File: config.mk
export PLATFORM = sky130hd
export DESIGN_NAME = eae_unit
export DESIGN_NICKNAME = d
export VERILOG_FILES = /design/src/rtl/eae_unit.sv
export SDC_FILE = /design/constraint.sdc
export NUM_CORES = 1
export LEC_CHECK = 0
export BUFFER_PORTS_ARGS = -buffer_cell sky130_fd_sc_hd__buf_4
export CELL_PAD_IN_SITES_DETAIL_PLACEMENT = 2
export CELL_PAD_IN_SITES_GLOBAL_PLACEMENT = 2
export CORE_MARGIN = 2
export CORE_UTILIZATION = 37
export CTS_CLUSTER_SIZE = 40
export DETAILED_ROUTE_END_ITERATION = 6
export GPL_TIMING_DRIVEN = 0
export PLACE_DENSITY_LB_ADDON = 0.12
export SLEW_MARGIN = 20
export SYNTH_ARGS = -nofsm -noshare
export SYNTH_HDL_FRONTEND = slang
export SYNTH_SLANG_ARGS = --single-unit
File: constraint.sdc
create_clock -name clk -period 4.15 [get_ports clk]
set_input_delay 0.415 -clock clk [delete_from_list [all_inputs] [get_ports clk]]
set_output_delay 0.415 -clock clk [all_outputs]
set_load 0.01 [all_outputs]
File: src/rtl/eae_unit.sv
// Extended-arithmetic engine: multi-cycle MUY/DVI/NMI/SHL/ASR/LSR on the AC:MQ pair.
// Define EAE_DOUBLE_EN to add the DPIC/DCM/DPSZ double-word operations.
module eae_unit #(
  parameter int unsigned WIDTH    = 12,
  parameter int unsigned SC_WIDTH = 5
) (
  input  logic                clk,
  input  logic                reset,
  input  logic                start,
  input  logic [3:0]          op,
  input  logic [WIDTH-1:0]    ac_in,
  input  logic [WIDTH-1:0]    mq_in,
  input  logic                l_in,
  input  logic [WIDTH-1:0]    operand,
  output logic                busy,
  output logic                done,
  output logic                skip,
  output logic [WIDTH-1:0]    ac_out,
  output logic [WIDTH-1:0]    mq_out,
  output logic                l_out,
  output logic [SC_WIDTH-1:0] sc_out
);

  localparam int unsigned CntW = SC_WIDTH + 1;

  localparam logic [3:0] OpMuy  = 4'b0001;
  localparam logic [3:0] OpDvi  = 4'b0010;
  localparam logic [3:0] OpNmi  = 4'b0011;
  localparam logic [3:0] OpShl  = 4'b0100;
  localparam logic [3:0] OpAsr  = 4'b0101;
  localparam logic [3:0] OpLsr  = 4'b0110;
`ifdef EAE_DOUBLE_EN
  localparam logic [3:0] OpDpic = 4'b1000;
  localparam logic [3:0] OpDcm  = 4'b1001;
  localparam logic [3:0] OpDpsz = 4'b1010;
`endif

  typedef enum logic [1:0] {StIdle, StLoad, StRun, StFin} state_e;

  state_e              state_q, state_d;
  logic [3:0]          op_q, op_d;
  logic [WIDTH-1:0]    ac_q, ac_d, mq_q, mq_d, opd_q, opd_d;
  logic                l_q, l_d;
  logic [SC_WIDTH-1:0] sc_q, sc_d;
  logic [CntW-1:0]     cnt_q, cnt_d;
  logic                skip_d;
  logic                skip_q;

  // Datapath temporaries
  logic [WIDTH:0]      sum;
  logic [WIDTH:0]      rem;
  logic [WIDTH-1:0]    diff;
  logic                ge;
  logic                nmi_stop;

  always_comb begin
    state_d  = state_q;
    op_d     = op_q;
    ac_d     = ac_q;
    mq_d     = mq_q;
    opd_d    = opd_q;
    l_d      = l_q;
    sc_d     = sc_q;
    cnt_d    = cnt_q;
    skip_d   = 1'b0;
    sum      = {1'b0, ac_q} + (mq_q[0] ? {1'b0, opd_q} : '0);
    rem      = {ac_q, mq_q[WIDTH-1]};
    ge       = (rem >= {1'b0, opd_q});
    // rem < 2*opd here, so the true difference always fits in WIDTH bits
    diff     = rem[WIDTH-1:0] - opd_q;
    nmi_stop = (ac_q[WIDTH-1] != ac_q[WIDTH-2]) || ({ac_q, mq_q} == '0) ||
               ({ac_q, mq_q} == {1'b1, {(2*WIDTH-1){1'b0}}});

    unique case (state_q)
      StIdle: begin
        if (start) begin
          op_d    = op;
          ac_d    = ac_in;
          mq_d    = mq_in;
          l_d     = l_in;
          opd_d   = operand;
          sc_d    = sc_out;
          state_d = StLoad;
        end
      end

      StLoad: begin
        state_d = StRun;
        case (op_q)
          OpMuy: begin
            cnt_d = CntW'(WIDTH);
            l_d   = 1'b0;
            sc_d  = '0;
          end
          OpDvi: begin
            if (ac_q >= opd_q) begin
              l_d     = 1'b1;
              state_d = StFin;
            end else begin
              cnt_d = CntW'(WIDTH);
              l_d   = 1'b0;
              sc_d  = '0;
            end
          end
          OpNmi: sc_d = '0;
          OpShl, OpAsr, OpLsr: begin
            cnt_d = {1'b0, opd_q[SC_WIDTH-1:0]} + CntW'(1);
            sc_d  = '0;
          end
`ifdef EAE_DOUBLE_EN
          OpDpic, OpDcm, OpDpsz: ;
`endif
          default: state_d = StFin;
        endcase
      end

      StRun: begin
        case (op_q)
          OpMuy, OpDvi, OpShl, OpAsr, OpLsr: begin
            cnt_d = cnt_q - CntW'(1);
            if (cnt_q == CntW'(1)) state_d = StFin;
            case (op_q)
              OpMuy: {ac_d, mq_d} = {sum, mq_q[WIDTH-1:1]};
              OpDvi: begin
                ac_d = ge ? diff : rem[WIDTH-1:0];
                mq_d = {mq_q[WIDTH-2:0], ge};
              end
              OpShl:   {l_d, ac_d, mq_d} = {ac_q, mq_q, 1'b0};
              OpAsr:   {l_d, ac_d, mq_d} = {ac_q[WIDTH-1], ac_q[WIDTH-1], ac_q,
                                            mq_q[WIDTH-1:1]};
              default: {l_d, ac_d, mq_d} = {2'b00, ac_q, mq_q[WIDTH-1:1]};
            endcase
          end
          OpNmi: begin
            // Stop test precedes the shift, so normalised input costs no shifts
            if (nmi_stop) begin
              state_d = StFin;
            end else begin
              {l_d, ac_d, mq_d} = {ac_q, mq_q, 1'b0};
              sc_d              = sc_q + SC_WIDTH'(1);
            end
          end
`ifdef EAE_DOUBLE_EN
          OpDpic: begin
            {l_d, ac_d, mq_d} = {1'b0, ac_q, mq_q} + (2*WIDTH+1)'(1);
            state_d           = StFin;
          end
          OpDcm: begin
            {l_d, ac_d, mq_d} = {1'b0, ~ac_q, ~mq_q} + (2*WIDTH+1)'(1);
            state_d           = StFin;
          end
          OpDpsz: begin
            skip_d  = ({ac_q, mq_q} == '0);
            state_d = StFin;
          end
`endif
          default: state_d = StFin;
        endcase
      end

      StFin: state_d = StIdle;

      default: state_d = StIdle;
    endcase
  end

  always_ff @(posedge clk or posedge reset) begin
    if (reset) begin
      state_q <= StIdle;
      op_q    <= '0;
      ac_q    <= '0;
      mq_q    <= '0;
      opd_q   <= '0;
      l_q     <= 1'b0;
      sc_q    <= '0;
      cnt_q   <= '0;
      ac_out  <= '0;
      mq_out  <= '0;
      l_out   <= 1'b0;
      sc_out  <= '0;
      skip_q  <= 1'b0;
    end else begin
      state_q <= state_d;
      op_q    <= op_d;
      ac_q    <= ac_d;
      mq_q    <= mq_d;
      opd_q   <= opd_d;
      l_q     <= l_d;
      sc_q    <= sc_d;
      cnt_q   <= cnt_d;
      // Results become visible together with the done pulse
      if (state_d == StFin) begin
        ac_out <= ac_d;
        mq_out <= mq_d;
        l_out  <= l_d;
        sc_out <= sc_d;
        skip_q <= skip_d;
      end
    end
  end

  assign busy = (state_q == StLoad) || (state_q == StRun);
  assign done = (state_q == StFin);
  assign skip = skip_q;

endmodule
Yosys cells after proc, flatten, opt, wreduce, memory -nomap -nowiden
Cells that the tools add are included.
{"block": "totals", "reg_bits": 84, "in_bits": 44, "output_inout_bits": 33, "wordCells": 84}
{"block": "classes", "addsub": 5, "order_cmp": 2, "eq_ne": 16, "mux": 36, "reduce_logical": 13}
{"cell": "12-bit one-hot mux with 2 select lines", "count": 4}
{"cell": "12-bit two-way mux", "count": 6}
{"cell": "12-bit one-hot mux with 4 select lines", "count": 1}
{"cell": "12-bit one-hot mux with 3 select lines", "count": 1}
{"cell": "24-bit equality test (second input constant)", "count": 1}
{"cell": "24-bit zero test", "count": 1}
{"cell": "5-bit two-way mux", "count": 4}
{"cell": "6-bit one-hot mux with 3 select lines", "count": 1}
{"cell": "5-bit one-hot mux with 3 select lines", "count": 1}
{"cell": "12-bit by 12-bit adder with 13-bit output", "count": 1}
{"cell": "13-bit by 12-bit >= comparator with 1-bit output", "count": 1}
{"cell": "4-bit by 3-bit equality test with 1-bit output (second input constant)", "count": 3}
{"cell": "12-bit >= comparator", "count": 1}
{"cell": "6-bit two-way mux", "count": 2}
{"cell": "6-bit one-hot mux with 2 select lines", "count": 1}
{"cell": "12-bit subtractor", "count": 1}
{"cell": "5-bit one-hot mux with 2 select lines", "count": 1}
{"cell": "5-bit OR reduction", "count": 2}
{"cell": "4-bit by 2-bit equality test with 1-bit output (second input constant)", "count": 2}
{"cell": "1-bit one-hot mux with 2 select lines", "count": 4}
{"cell": "2-bit one-hot mux with 4 select lines", "count": 1}
{"cell": "5-bit by 1-bit adder with 6-bit output (second input constant)", "count": 1}
{"cell": "2-bit equality test (second input constant)", "count": 3}
{"cell": "6-bit by 1-bit equality test with 1-bit output (second input constant)", "count": 1}
{"cell": "19 further kinds", "count": 27}

Depth between registers and ports, before layout
Gate-level depths: netlist (run 1).
{"block": "logic_depth", "depth_word": 7, "depth_mapped": 13}

Worst setup path before layout (run 1)
Ideal clock, no wire load.
{"block": "synth_path", "path_kind": "reg-to-reg", "start": "register ac_q[0]", "end": "register ac_out[0]", "setup_time_ns": 0.125, "arrival_time_ns": 2.804, "t_required_ns": 4.025, "path_slack_ns": 1.221, "stages_incl_launch_ff": 12, "n_path_buf": 1, "period_less_slack_ns": 2.929, "cell_sequence": "dfrtp_1 > inv_1 > ha_1 > nand2b_1 > a21o_1 > a211o_1 > a2111oi_4 > nor2_1 > o31a_1 > o211a_1 > buf_6 > mux2_4"}
{"block": "synth_between", "elab_chain_len": 7, "word_cells_on_any_way": 19, "classes_between": "add/sub: 1; order compare: 2; eq/ne: 2; mux: 11; reduce/logical: 3"}
{"item": "from (decl)", "line": "42", "source": "logic [WIDTH-1:0] ac_q, ac_d, mq_q, mq_d, opd_q, opd_d;"}
{"item": "from (signal assigned)", "line": "171", "source": "ac_q <= '0;"}
{"item": "from (signal assigned)", "line": "185", "source": "ac_q <= ac_d;"}
{"item": "branches (longest 7 deep; another with 13-bit by 12-bit >= comparator with 1-bit output)"}
{"item": "to (signal assigned)", "line": "177", "source": "ac_out <= '0;"}
{"item": "to (signal assigned)", "line": "193", "source": "ac_out <= ac_d;"}
{"item": "to (decl)", "line": "18", "source": "output logic [WIDTH-1:0] ac_out,"}
Several ways; the timed one is not identified.
A chain may end at the register's enable or synchronous reset.

Final worst setup path (run 1)
{"block": "layout_path", "start": "register mq_q[0]", "end": "register ac_out[10]"}
{"block": "layout_between", "word_cells_on_any_way": 14, "classes_between": "add/sub: 1; eq/ne: 2; mux: 8; reduce/logical: 3"}
{"item": "from (decl)", "line": "42"}
{"item": "from (signal assigned)", "line": "186", "source": "mq_q <= mq_d;"}
{"item": "branches (longest 4 deep; another with 12-bit by 12-bit adder with 13-bit output)"}
{"item": "12-bit one-hot mux with 2 select lines *", "line": "118", "source": "case (op_q)"}
{"item": "12-bit one-hot mux with 2 select lines *", "line": "74", "source": "unique case (state_q)"}
{"item": "via ac_d[10]", "line": "42"}
Mark *: on every way through the listed nets, which the timed path passes.

==> results of run 1 <==
==> power breakdown <==
group          switching [mW]  internal [mW]
logic                    2.94           2.03
registers               0.405           1.15
clock network           0.405          0.613
total                    3.75           3.79
==> cell usage in the layout (no fill, tap or decap), types with 9 or more instances in the layout <==
cell	count
sky130_fd_sc_hd__a21o_1	10
sky130_fd_sc_hd__a221oi_1	19
sky130_fd_sc_hd__xnor2_1	16
sky130_fd_sc_hd__nand2_1	73
sky130_fd_sc_hd__clkbuf_1	28
sky130_fd_sc_hd__and2_1	15
sky130_fd_sc_hd__nor3_1	22
sky130_fd_sc_hd__a21oi_1	38
sky130_fd_sc_hd__buf_4	75
sky130_fd_sc_hd__o21a_1	11
sky130_fd_sc_hd__a222oi_1	13
sky130_fd_sc_hd__nor2_1	30
sky130_fd_sc_hd__dfrtp_1	84
sky130_fd_sc_hd__a22oi_1	16
sky130_fd_sc_hd__mux2i_1	17
sky130_fd_sc_hd__clkbuf_16	9
sky130_fd_sc_hd__inv_1	33
sky130_fd_sc_hd__o21ai_0	52
sky130_fd_sc_hd__mux2_4	30
sky130_fd_sc_hd__ha_1	46
sky130_fd_sc_hd__a211oi_1	9
==> worst max-delay path by stage <==
stage            start    endpoint  slack (ns)  cells past startpoint
6_report       mq_q[0]  ac_out[10]        0.22                     12
4_1_cts        mq_q[0]  ac_out[10]        0.20                     12
2_1_floorplan  ac_q[0]   ac_out[0]        1.22                     11
3_3_place_gp     reset    cnt_q[5]        0.29                      2
3_5_place_dp   mq_q[0]  ac_out[10]        0.22                     12
5_1_grt        mq_q[0]  ac_out[10]        0.02                     12
==> flip-flops by register name (all words and copies together), names as in the netlist, 2 cells and up <==
signal	cells
mq_out	12
op_q	4
mq_q	12
cnt_q	6
ac_out	12
sc_q	5
sc_out	5
ac_q	12
state_q	2
opd_q	12
==> through the flow <==
stage / std cells / setup slack [ns]
final: 1034 / 0.223
after global routing: 1034 / 0.0231
after CTS: 1034 / 0.196
after detailed placement: 1018 / 0.222
after global placement: 1017 / 0.289
after floorplan: 718 / 1.22
==> final cells by class <==
type                       count  area share, %
multi-input combinational    555           52.8
clock buffer                  10           3.06
inverter                      34           1.67
buffer                        45           2.98
timing repair buffer          75           7.47
tap                          225           3.61
clock inverter                 6           1.52
sequential                    84           26.9
==> cells by family (layout without fill, tap and decap cells) <==
family | after synthesis | after routing
flops | 84 | 84
simple gates | 203 | 203
buf+inv | 79 | 170
other cells | 1 | 1
fa+ha+maj | 48 | 48
mux | 50 | 50
compound gates | 234 | 234
xor+xnor | 19 | 19
==> metal layers <==
layer	global-route usage, %	vias to the layer above	share of wire, %
li1	-	2880	-
met5	0	-	0
met4	10.9	0	3.0
met2	50.3	154	50
met1	37.0	3255	44
met3	3.72	49	3.2
==> critical path: cells and delay by family (launching register included) <==
kind                     cells  cell delay, ns
adder cells (fa/ha/maj)      1            0.24
buffers and inverters        2            0.50
flip-flops                   1            0.69
AND/OR/NAND/NOR              3            0.58
multiplexers                 1            0.29
AO/OA/AOI/OAI                5            1.49
==> results.md, run 1 <==
Logic synthesis:
- The cell type with the largest total area after synthesis is sky130_fd_sc_hd__dfrtp_1.
- The fraction of registers with async set or reset after synthesis is 100%.
- After synthesis, the largest area contributor takes up between 30% and 40% of total cell area.
- The compound-gate portion of the synthesized area is 25.2%.
- The synthesized netlist devotes approximately a tenth of its cell area to adder and majority cells.
- The commonest cells after synthesis are sky130_fd_sc_hd__dfrtp_1 (84), sky130_fd_sc_hd__nand2_1 (73), sky130_fd_sc_hd__o21ai_0 (52), sky130_fd_sc_hd__ha_1 (46), sky130_fd_sc_hd__a21oi_1 (38).
- sky130_fd_sc_hd__dfrtp_1 is the most common cell in the netlist.
- After synthesis, the largest family of logic cells by area is compound AO/OA/AOI/OAI gates.
- The number of nets handed over by synthesis was roughly 800.
- The synthesized design contains 0 enable-type register cells.
- Sorting the synthesized cells by area gives the leading types as sky130_fd_sc_hd__dfrtp_1 (32%), sky130_fd_sc_hd__ha_1 (8.8%), sky130_fd_sc_hd__mux2_4 (6.9%), sky130_fd_sc_hd__nand2_1 (4.2%), sky130_fd_sc_hd__o21ai_0 (4.0%).
- Sequential cells were found to cover 32.0% of the synthesized design area.
- The post-synthesis simple-gate area fraction is about 15%.
- The synthesized design contains 84 register bits.
- The synthesized netlist contains 72 unique library cells.
- The Yosys step of the flow raised 0 warnings.
- Summing the areas of all xor and xnor instances in the mapped netlist gives 2.53% of the synthesized area.
- Synthesis produced 718 cells.
- In this run the cell area of the synthesized design comes to 6570 µm².
- The mean instance size in the synthesized netlist is 9.15 µm².
- The portion of synthesized area spent on multiplexers is 9.96%.
- The most used flip-flop cell after synthesis is sky130_fd_sc_hd__dfrtp_1.

Placed design:
- Buffers placed on the I/O ports in this run total 74.
- Detailed placement finished with a half-perimeter wire length of 20.1 mm.
- The area after detailed placement is between 7000 and 8000 µm².
- At the end of routability-driven placement, the weighted congestion stood at 0.905.

Timing:
- The slew of the pin with the lowest slew margin is 0.912 ns.
- Setup repair after global routing left no endpoint under its margin.
- The worst pin sits at a relative slew slack of between 30% and 40%.
- The maximum operating frequency is between 0.2 and 0.3 GHz.
- Of the available clock period, the critical path in the final layout requires 94.6%.
- The setup TNS is 0 ns.
- The hold violation count in the final report was 0.
- On the final layout, the worst clock skew is around 0.0077 ns.
- The smallest hold slack is 0.0962 ns.
- Setup violations remaining at the end of the flow were counted as 0.
- The max-slew violation count is 0.
- The clock period minus worst slack is ~3.9 ns.

Critical path:
- The critical path is of the reg -> reg type.
- STA classifies the critical path endpoint as a flop.
- For this design, the slowest cell found on the critical path is sky130_fd_sc_hd__dfrtp_1.
- The arrival time at the worst endpoint is 4.18 ns.
- The most numerous cell on the critical path is sky130_fd_sc_hd__o21ai_0.
- The startpoint identified for the worst register-to-register timing path is mq_q[0].
- The signal on the critical path passes through clkbuf_1 > nand2_1 > inv_1 > ha_1 > a211oi_1 > o21ai_0 > and4_1 > o21ai_0 > nand3b_1 > a2111oi_0 > o31ai_1 > mux2_4.
- The endpoint required time on the critical path is 4.40 ns.
- Counting cells, the worst reg-to-reg path comes to 12.
- The setup slack of the most critical reg-to-reg path is between 0.2 and 0.25 ns.
- The worst flop-to-flop path endpoint is ac_out[10].
- The largest driver fanout on the critical path is 10.
- The launching element type of the critical path is a flop.
- The critical path's largest stage delay is 0.69 ns.

Power:
- In this run the static leakage power is 3.51 nW.
- The power per cell area is just under 1000 nW/µm².
- Power comes to 7.54 mW.
- The peak supply drop is 0.000406 V.

Routing:
- The detailed router finished its first iteration with 353 violations.
- The via density per instance is just over 6.
- The routed wirelength normalized by instance count is roughly 25 µm.
- The routed wire length is 26.2 mm.
- The number of design rule violations left after detail routing is 0.
- The count of nets left with antenna violations after detail routing is 0.
- The pre-antenna-repair detailed-routing pass consisted of 5 iterations.
- The total vias in the final route is roughly 6.3k.

Clocking:
- The clock input transition at the sequential cells of the worst setup and hold paths is 0.07 ns.
- Once the clock tree was built, the setup fixing pass inserted 0 buffers.
- The number of buffers added by the clock tree synthesis step is 9.
- The number of H-tree branching levels is 3.
- The clock latency of the later-clocked register in the worst-skew pair is 0.36 ns.
- The number of gates resized after CTS is 0.
- The count of hold-fix buffers inserted at cts is 0.
- The clock drives 84 sinks.
- The CTS tree is yes.
- The longest clock path from root to sink contains 2 buffers.
- The root buffer cell chosen for the clock tree is sky130_fd_sc_hd__clkbuf_16.

Global routing:
- Summed over all layers, the global routing overflow is 0.
- The initial antenna violation count was 0.
- The first global-routing pass estimated approximately 40 mm of wire.
- The via count of the first global-routing pass is 7006.
- The overall fraction of global-route tracks in use is between 20 and 30%.
- Entering global routing, the biggest net connects 46 pins.

Layout:
- The area growth from synthesis to layout is 18.8%.
- The area taken by multi-input logic gates is slightly above 4000 µm².
- The number of antenna diodes in the final layout is 0.
- The end-of-flow core utilization is 45.0%.
- At the end of the flow, the number of nets in the layout was around 900.
- The final design instance area without fill is slightly below 8000 µm².
- Cells with a size suffix above 1 make up 19.2% of the layout.
- Registers take about 2100 µm².
- After filler insertion, the fill cell instance count of the layout stands at 1904.

Status:
- The flow ran to the end, and the final reports show no timing, DRC or antenna violations.

Die:
- The vertical die dimension is 137 µm.
- The effective utilization at floorplan is between 30 and 40%.
- The floorplan die area is 18800 µm².
- The area of the core is 17400 µm².
- From left edge to right edge, the die measures 137 µm.
- 77 I/O pins were placed.
- The number of standard-cell rows in the floorplan is 48.

Job:
- Across the run, the number of max-cap violations was 0.

Min path:
- The min-delay analysis places its worst path in the category in -> async.
No activity file was read; power rests on OpenSTA's default activity.
==> inputs of run 2 (changes only) <==
Settings changed: BUFFER_PORTS_ARGS -buffer_cell sky130_fd_sc_hd__buf_4 to -buffer_cell sky130_fd_sc_hd__buf_2, CORE_ASPECT_RATIO set to 1.4.
==> run 2 against run 1 <==
  * Non-clock buffer count unchanged
  * Critical path depth fell by 3
  * Global-route usage grew 0.26 points
  * Critical endpoint is now opd_q[11]
  * Sequential power hardly changed
  * Flip-flop and latch count unchanged
  * Largest power group unchanged
  * Die area barely moved
  * Clock power down 10%
==> results.md, run 2 (synthesis gave the netlist of run 1 again) <==
Status:
- The flow ran to the end, and the final reports show no timing, DRC or antenna violations.

Layout:
- The most common cell after layout, fill and taps aside is sky130_fd_sc_hd__dfrtp_1.
- The share of post-route cells with drive strength above 1 is 19.2%.
- Leaving out fill and tap cells, the most frequent cells in the layout are sky130_fd_sc_hd__dfrtp_1 (84), sky130_fd_sc_hd__buf_2 (78), sky130_fd_sc_hd__nand2_1 (73), sky130_fd_sc_hd__o21ai_0 (52), sky130_fd_sc_hd__ha_1 (46).
- The filler cells instantiated in the layout total 1982.
- The number of nets at the end of the flow is 896.
- The number of antenna diodes is 0.
- The area growth from synthesis to layout is 15.7%.
- Measured on the finished design, the core utilization comes to a little over two fifths.
- After routing the design area is 7600 µm².

Critical path:
- The type of the setup path with the least slack is reg -> reg.
- The worst flop-to-flop path endpoint is opd_q[11].
- Together, buffers and inverters on the worst path number 6.
- The worst setup path is launched from a flop.
- The arrival time at the worst endpoint is 4.19 ns.
- The endpoint required time on the critical path is approximately 4.3 ns.
- The largest driver fanout on the critical path is 10.
- The launching point of the worst reg2reg path is state_q[0].
- The capturing element type of the critical path is a flop.
- On the worst path, the slowest cell contributes a delay of 0.65 ns.
- The cell family contributing the most delay on the critical path is buffers and inverters.
- The setup check on the worst reg-to-reg path leaves a slack of 0.15 ns.
- The signal on the critical path passes through inv_1 > ha_1 > and2_1 > clkbuf_1 > clkbuf_1 > buf_1 > buf_1 > clkbuf_1 > o21ai_0.
- The depth of the worst register-to-register path is 9.
- By instance count, the cell type seen most on the critical path is sky130_fd_sc_hd__clkbuf_1.
- The slowest library cell on the worst path is sky130_fd_sc_hd__clkbuf_1.

Timing:
- The smallest clock period supported by the final layout is computed as 4.00 ns.
- Static timing analysis puts the maximum clock frequency at 0.250 GHz.
- The final worst clock skew is ~0.012 ns.
- The slew of the pin with the lowest slew margin is ~1.1 ns.
- The final number of setup-violating endpoints is 0.
- The hold violation count in the final report came to 0.
- Setup repair after global routing left no endpoint under its margin.
- Dividing the final minimum period by the clock period gives 96.3%.
- After routing, the total negative slack on setup checks comes to 0 ns.
- The max-slew violation count is 0.
- Hold is met by between 0.07 and 0.08 ns.
- In this run the tightest slew margin relative to its limit is 27.9%.

Die:
- Measured along the y axis, the die boundary spans 162 µm.
- The boundary pin count is 77.
- The area of the core is around 17000 µm².
- Once the floorplan was initialized, standard cells occupied 37.8% of the core.
- The floorplan has 57 rows.
- The die span in x is roughly 120 µm.
- The floorplan die area is 18900 µm².

Global routing:
- The initial antenna violation count is 0.
- The via count of the first global-routing pass came to 7104.
- Global routing finished with a remaining overflow of 0.
- Entering global routing, the biggest net connects 53 pins.
- The overall fraction of global-route tracks in use is 29.3%.
- The global-route wire length before repair is 41.5 mm.

Power:
- The peak supply drop is 0.000396 V.
- The total power of the final layout is 7.41 mW.
- Dividing total power by cell area gives a power density of 974 nW/µm².
- The total leakage power is 3.45 nW.
- Summed over all nets, the switching power comes to ~3.8 mW.
- The internal power component is 3.65 mW.
- The share of total power dissipated in combinational logic is 66.8%.
- Of the total power, the share spent switching nets is ~51%.
- The clock network burns 12.4% of the power.
- Sequential cells account for 20.9% of the total power.

Clocking:
- Clock tree synthesis selected as its root buffer the cell sky130_fd_sc_hd__clkbuf_16.
- The number of buffers added by the clock tree synthesis step is 9.
- The CTS tree is yes.
- The number of buffers on the longest clock path is 2.
- The count of hold-fix buffers inserted at cts is 0.
- The clock latency of the later-clocked register in the worst-skew pair is 0.36 ns.
- After clock tree synthesis, the clock-pin slew on the worst setup and hold paths is 0.07 ns.
- For this design, the sink count on the clock tree is 84.
- Post-CTS repair changed the size of 0 cells.
- Post-CTS timing repair inserted 0 buffers for setup.
- The number of H-tree branching levels is 3.

Job:
- The number of max-cap violations is 0.

Placed design:
- Routability-driven placement finished with a final weighted congestion of 0.917.
- The HPWL after detailed placement is 20.9 mm.
- During placement, the flow inserted port buffers numbering 74.
- The area after detailed placement is 7270 µm².

Routing:
- Wires add up to 26.7 mm.
- The first detailed-routing pass ran for 5 iterations.
- The number of design rule violations left after detail routing is 0.
- The detailed router placed 6389 vias in this run.
- The routed wirelength normalized by instance count is 25.6 µm.
- The via density per instance is approximately 6.
- The count of nets left with antenna violations after detail routing is 0.
- After the first detailed-routing iteration, the DRC count stood at 321.

Min path:
- The worst hold path belongs to the class in -> async.
## run 2: cell types whose count changed in the layout (fill, tap and decap cells not counted)
| cell | change |
|---|---|
| sky130_fd_sc_hd__inv_6 | +1 |
| sky130_fd_sc_hd__inv_8 | -1 |
| sky130_fd_sc_hd__clkinv_2 | +1 |
| sky130_fd_sc_hd__clkinvlp_4 | +1 |
| sky130_fd_sc_hd__buf_2 | +74 |
| sky130_fd_sc_hd__bufinv_16 | -1 |
| sky130_fd_sc_hd__a2111oi_0 | -1 |
| sky130_fd_sc_hd__buf_4 | -74 |
| sky130_fd_sc_hd__clkbuf_8 | -1 |
| sky130_fd_sc_hd__a2111oi_1 | +1 |
## run 2: metrics by stage
stage               instances  setup WS, ns
floorplan                 718          1.22
global placement         1028         0.380
detailed placement       1029         0.235
CTS                      1045         0.219
global route             1045        0.0434
finish                   1045         0.153
## run 2: power groups by stage
stage	sequential (mW)	clock [mW]	combinational [mW]
2_1_floorplan	1.45	0	3.35
3_3_place_gp	1.52	0	4.67
3_5_place_dp	1.55	0	4.86
4_1_cts	1.54	0.936	4.93
5_1_grt	1.59	0.967	5.36
6_report	1.55	0.917	4.94
## run 2: worst max path at each step
stage,end,slack [ns],start,cells after the start
4_1_cts,opd_q[11],0.22,state_q[0],9
2_1_floorplan,ac_out[0],1.22,ac_q[0],11
5_1_grt,opd_q[3],0.04,state_q[0],9
3_5_place_dp,opd_q[11],0.24,start,8
6_report,opd_q[11],0.15,state_q[0],9
3_3_place_gp,opd_q[11],0.38,start,8
## run 2: area by class of cell
class                   count  area [µm²]  share of cell area [%]
plain buffers              45         233                    3.06
clock buffers               9         225                    2.96
clock inverters             7        98.8                    1.30
inverters                  34         130                    1.71
multi-input cells         555        4120                    54.2
flip-flops and latches     84        2100                    27.7
well taps                 236         295                    3.88
repair buffers             75         398                    5.23
## run 2: routing by layer
metal	track usage, %	wire length, µm	up-vias
met5	0	0	-
met4	14.0	1270	0
met3	3.92	1020	73
met2	53.6	14300	178
met1	33.0	10200	3257
li1	-	-	2881
